[config.mk]
export PLATFORM = sky130hd
export DESIGN_NAME = arm_regfile
export DESIGN_NICKNAME = d
export VERILOG_FILES = /design/src/rtl/arm_regfile_pkg.sv /design/src/rtl/arm_regfile_reg_decoder.sv /design/src/rtl/arm_regfile.sv
export SDC_FILE = /design/constraint.sdc
export NUM_CORES = 1
export LEC_CHECK = 0
export CORE_MARGIN = 3
export CORE_UTILIZATION = 45
export DETAILED_ROUTE_END_ITERATION = 7
export GPL_TIMING_DRIVEN = 0
export PLACE_DENSITY_LB_ADDON = 0.08
export SLEW_MARGIN = 20
export SYNTH_ARGS = -nofsm -noshare
export SYNTH_HDL_FRONTEND = slang
export SYNTH_SLANG_ARGS = --single-unit
[constraint.sdc]
create_clock -name clk -period 4.3 [get_ports clk]
set_input_delay 0.645 -clock clk [delete_from_list [all_inputs] [get_ports clk]]
set_output_delay 0.645 -clock clk [all_outputs]
set_load 0.05 [all_outputs]
[src/rtl/arm_regfile_pkg.sv]
// arm_regfile shared constants.
// Widths, PC index and PC sequencing values.
package arm_regfile_pkg;

    localparam int DATA_WIDTH  = 32;
    localparam int IDX_W       = 4;
    localparam int NUM_REGS    = 16;
    localparam int PC_IDX      = 15;
    localparam int PC_INC      = 4;
    localparam int PC_READ_OFS = 8;

    localparam logic [DATA_WIDTH-1:0] RESET_PC = '0;

endpackage

[src/rtl/arm_regfile_reg_decoder.sv]
// One-hot write-address decoder.
// Bit 15 selects the PC, bits 0-14 the GPRs.
module reg_decoder
    import arm_regfile_pkg::*;
#(
    parameter int N = NUM_REGS
) (
    input  logic                 we3,
    input  logic [$clog2(N)-1:0] wa3,
    output logic [N-1:0]         wen
);

    // one-hot select, all zero when no write
    always_comb begin
        wen = '0;
        if (we3) begin
            wen = N'(1) << wa3;
        end
    end

endmodule

[src/rtl/arm_regfile.sv]
// Architectural register file with PC.
// Two combinational reads, one clocked write.
module arm_regfile
    import arm_regfile_pkg::*;
#(
    parameter int DATA_WIDTH  = arm_regfile_pkg::DATA_WIDTH,
    parameter int NUM_REGS    = arm_regfile_pkg::NUM_REGS,
    parameter int PC_INC      = arm_regfile_pkg::PC_INC,
    parameter int PC_READ_OFS = arm_regfile_pkg::PC_READ_OFS,
    parameter bit BYPASS      = 1'b1
) (
    input  logic                  clk,
    input  logic                  reset,
    input  logic [3:0]            ra1,
    input  logic [3:0]            ra2,
    output logic [DATA_WIDTH-1:0] rd1,
    output logic [DATA_WIDTH-1:0] rd2,
    input  logic [3:0]            wa3,
    input  logic [DATA_WIDTH-1:0] wd3,
    input  logic                  we3,
    input  logic                  pc_stall,
    output logic [DATA_WIDTH-1:0] pc_out
);

    localparam logic [3:0] PCA = 4'(PC_IDX);

    logic [NUM_REGS-1:0]   wen;
    logic                  wr_act;
    logic [DATA_WIDTH-1:0] regs [0:NUM_REGS-2];
    logic [DATA_WIDTH-1:0] pc;
    logic [DATA_WIDTH-1:0] pc_rd;

    // a reset cycle never writes, so it never bypasses either
    assign wr_act = we3 & ~reset;

    reg_decoder #(.N(NUM_REGS)) u_dec (
        .we3 (wr_act),
        .wa3 (wa3),
        .wen (wen)
    );

    // general purpose registers with per-register enables
    always_ff @(posedge clk) begin
        for (int i = 0; i < NUM_REGS - 1; i++) begin
            if (reset) begin
                regs[i] <= '0;
            end else if (wen[i]) begin
                regs[i] <= wd3;
            end
        end
    end

    // PC: reset, then branch load, then stall, then increment
    always_ff @(posedge clk) begin
        if (reset) begin
            pc <= RESET_PC;
        end else if (wen[PC_IDX]) begin
            pc <= {wd3[DATA_WIDTH-1:2], 2'b00};
        end else if (!pc_stall) begin
            pc <= pc + DATA_WIDTH'(PC_INC);
        end
    end

    assign pc_out = pc;
    assign pc_rd  = pc + DATA_WIDTH'(PC_READ_OFS);

    // read port 1: r15 returns PC+offset, GPRs may bypass
    always_comb begin
        rd1 = '0;
        if (ra1 == PCA) begin
            rd1 = pc_rd;
        end else if (BYPASS && wr_act && (wa3 == ra1)) begin
            rd1 = wd3;
        end else begin
            rd1 = regs[ra1];
        end
    end

    // read port 2: identical to port 1
    always_comb begin
        rd2 = '0;
        if (ra2 == PCA) begin
            rd2 = pc_rd;
        end else if (BYPASS && wr_act && (wa3 == ra2)) begin
            rd2 = wd3;
        end else begin
            rd2 = regs[ra2];
        end
    end

endmodule

==> impl_metrics.tcl <==
set metrics [dict create \
    status "complete, but fails checks" \
    violations "setup timing" \
    intPower_mw 9.30 \
    clock-root-buffer "clkbuf_16" \
    r2r_cells 6 \
    ys_top_cells_by_count "480 x edfxtp_1, 407 x and2_1, 154 x mux4_2, 148 x clkbuf_1, 94 x nand2_1" \
    grt_max_degree 33 \
    holdWs_ns 0.573 \
    cp_max_fo 10 \
    slew_headroom 0.130 \
    reg2reg_to "pc_out[28]" \
    min_to "pc_out[31]" \
    finalWeightedCongestion 1.02 \
    reg2reg_slack_ns 1.56 \
    num_vias 24355 \
    yosys.area.top_type "edfxtp_1" \
    grt_pass1_vias 23246 \
    ir_worst_vdd_mv 0.303 \
    cts_sinks 510 \
    clk_latency_ns 0.66 \
    r2r-start "pc_out[2]" \
    antenna_left 0 \
    drv_slew 0 \
    initial_core_util 0.460 \
    antenna_found_initial 9 \
    avgSynthCellArea_sq_um 12.6 \
    dieArea_sq_um 66900 \
    coreArea_sq_um 62400 \
    cts_made_buffers 57 \
    tightest_slew_ns 1.30 \
    clk_pin_slew_ns 0.06 \
    nNetsFinal 2536 \
    htree_num_levels 2 \
    ys.flop_type "edfxtp_1" \
    max_freq_mhz 226 \
    grt_remaining_overflow 0 \
    cts_buffer_depth 3 \
    dr.pass1.iters 6 \
    leakagePower_nw 11.5 \
    netlist_instances 2274 \
    min_path_type "flop to flop" \
    ys_seq_elements 510 \
    async_reset_ff_frac 0 \
    dpl_cell_area_sq_um 31300 \
    dpl_worst_slack_ns -1.63 \
    dieHeight_um 259 \
    power_frac_comb 0.177 \
    finalSetupViolations 23 \
    crit_type "primary input to output pin" \
    dp_hpwl_mm 96.2 \
    wirelength_mm 145 \
    num_rows 91 \
    synth-edff-count 480 \
    seqPwrFrac 0.444 \
    synth_area_sq_um 28700 \
    power_density_nw_per_um2 395 \
    grt_usage 0.427 \
    avgRoutedWirePerCell_um 42.9 \
    post-route-period-util 1.03 \
    drive_gt1_frac 0.216 \
    cp_slowest_stage_delay_ns 0.81 \
    synth.area.top_cells "edfxtp_1 50%, mux4_2 12%, and2_1 8.9%, mux2i_1 2.5%, dfxtp_1 2.1%" \
    grt_pass1_wl_mm 194 \
    viasPerCell 7.21 \
    drc 0 \
    finalHoldViolations 0 \
    design_area_sq_um 33600 \
    holdPathStages 2 \
    io_pins 144 \
    cp-end-kind "output pin" \
    clkPwrFrac 0.379 \
    synth_most_common_cell "edfxtp_1" \
    seq_area_frac_synth 0.523 \
    fin_crit_ns 4.43 \
    path_cells "buf_2 > clkbuf_2 > clkbuf_1 > o21ai_0 > o21ai_0 > a221o_1 > dlygate4sd2_1" \
    path_delay_family "buffers and inverters" \
    timing.critical_path.mode_cell "o21ai_0" \
    p_sw_mw 3.95 \
    startpoint_type "primary input" \
    swShare 0.298 \
    worst_slack_ns -0.130 \
    synth.distinct_cells 67 \
    syn_to_final_growth_pct 16.9 \
    power_mw 13.3 \
    cap_violations 0 \
    hold_start "pc_out[31]" \
    yosysWarnings 0 \
    dr.first_iter.drc_count 4589 \
    slowest_stage "clkbuf_1" \
    die_x_um 259 \
    cts_tree "done" \
    critical_path_arrival_ns 3.78 \
    yosys.area.top_type_share 0.502 \
    crit_buf_inv 4 \
    skew_ns 0.0303 \
    cp_data_required_time_ns 3.65 \
    io_buffers 134 \
]
==> stage by stage <==
| stage | util | TNS, ns | cells |
|---|---|---|---|
| detailed placement | 0.501 | -80.78 | 3252 |
| finish | 0.538 | -1.13 | 3376 |
| CTS | 0.537 | -0.00168 | 3366 |
| global route | 0.538 | -0.00942 | 3371 |
| floorplan | - | 0 | 2275 |
| global placement | 0.499 | -402.71 | 3246 |
==> worst min-delay path, cell delays in order (launching register included) <==
cell,delay [ns]
dfxtp_1,0.36
o31ai_1,0.08
a311oi_1,0.08
==> repair_timing <==
action / 4_1_cts / 5_1_grt
gates cloned: 0 / 0
buffers inserted: 8 / 5
pin swaps: 3 / 3
hold buffers: 0 / 0
resized for setup: 285 / 68
setup endpoints to repair: 64 / 48
==> placed cells by master (no fill, tap or decap), types with 37 or more instances in the layout <==
cell             netlist  layout
mux2_2                51      51
o22ai_1               51      50
nand2_1               94      92
o21ai_0               56      54
clkdlybuf4s50_1        0      70
o221ai_1              37      37
clkbuf_16              0      57
nor3_1                78      71
nor2_1                78      69
mux2i_1               71      71
buf_4                 25      50
clkbuf_1             148     120
a21oi_1               38      37
clkbuf_2               2      40
mux4_2               154     154
and2_1               407     407
edfxtp_1             480     480
a211oi_1              48      46
==> logic make-up after synthesis <==
kind of cell             Yosys count  synth area share
AO/OA/AOI/OAI                    374            0.0938
AND/OR/NAND/NOR                  814             0.162
XOR/XNOR                          60            0.0183
other                              1          0.000131
buffers and inverters            237            0.0360
multiplexers                     276             0.166
flip-flops                       510             0.523
adder cells (fa/ha/maj)            2          0.000871
==> sequential cells by signal (all words and copies together) (netlist names) <==
register,cells
regs,480
pc_out,30
==> metal layers <==
metal	global-route usage	routed length (um)	part of all wire
met4	0.251	10100	0.070
met5	0	43	0.00030
met3	0.152	22500	0.16
met1	0.562	51600	0.36
met2	0.611	60400	0.42
==> worst max path at each step <==
stage              start      end  slack, ns  cells past startpoint
2_1_floorplan  pc_out[3]  rd2[17]       0.43                      7
5_1_grt           wa3[2]  rd1[28]     -0.009                     10
4_1_cts           ra1[3]  rd1[11]     -0.002                     10
3_3_place_gp      ra2[3]  rd2[19]      -2.03                      7
3_5_place_dp      ra2[2]  rd2[22]      -1.63                      9
6_report          ra1[2]   rd1[5]      -0.13                      7
==> layout make-up <==
type / count / area [sq um]
Fill cell: 5504 / 28800
Sequential cell: 510 / 15000
Multi-Input combinational cell: 1528 / 13000
Clock buffer: 82 / 1590
Timing Repair Buffer: 153 / 1430
Buffer: 226 / 1210
Tap cell: 837 / 1050
Clock inverter: 24 / 240
Inverter: 10 / 37.5
Antenna cell: 6 / 15.0
==> power by group through the flow <==
stage                     combinational, mW  clock (mW)  sequential (mW)
after global routing                   2.36        5.14             5.90
after floorplan                        1.31           0             5.91
after CTS                              2.26        4.96             5.87
after global placement                 2.25           0             5.96
after detailed placement               2.27           0             5.97
final                                  2.35        5.02             5.88
No activity file was read; power rests on OpenSTA's default activity.
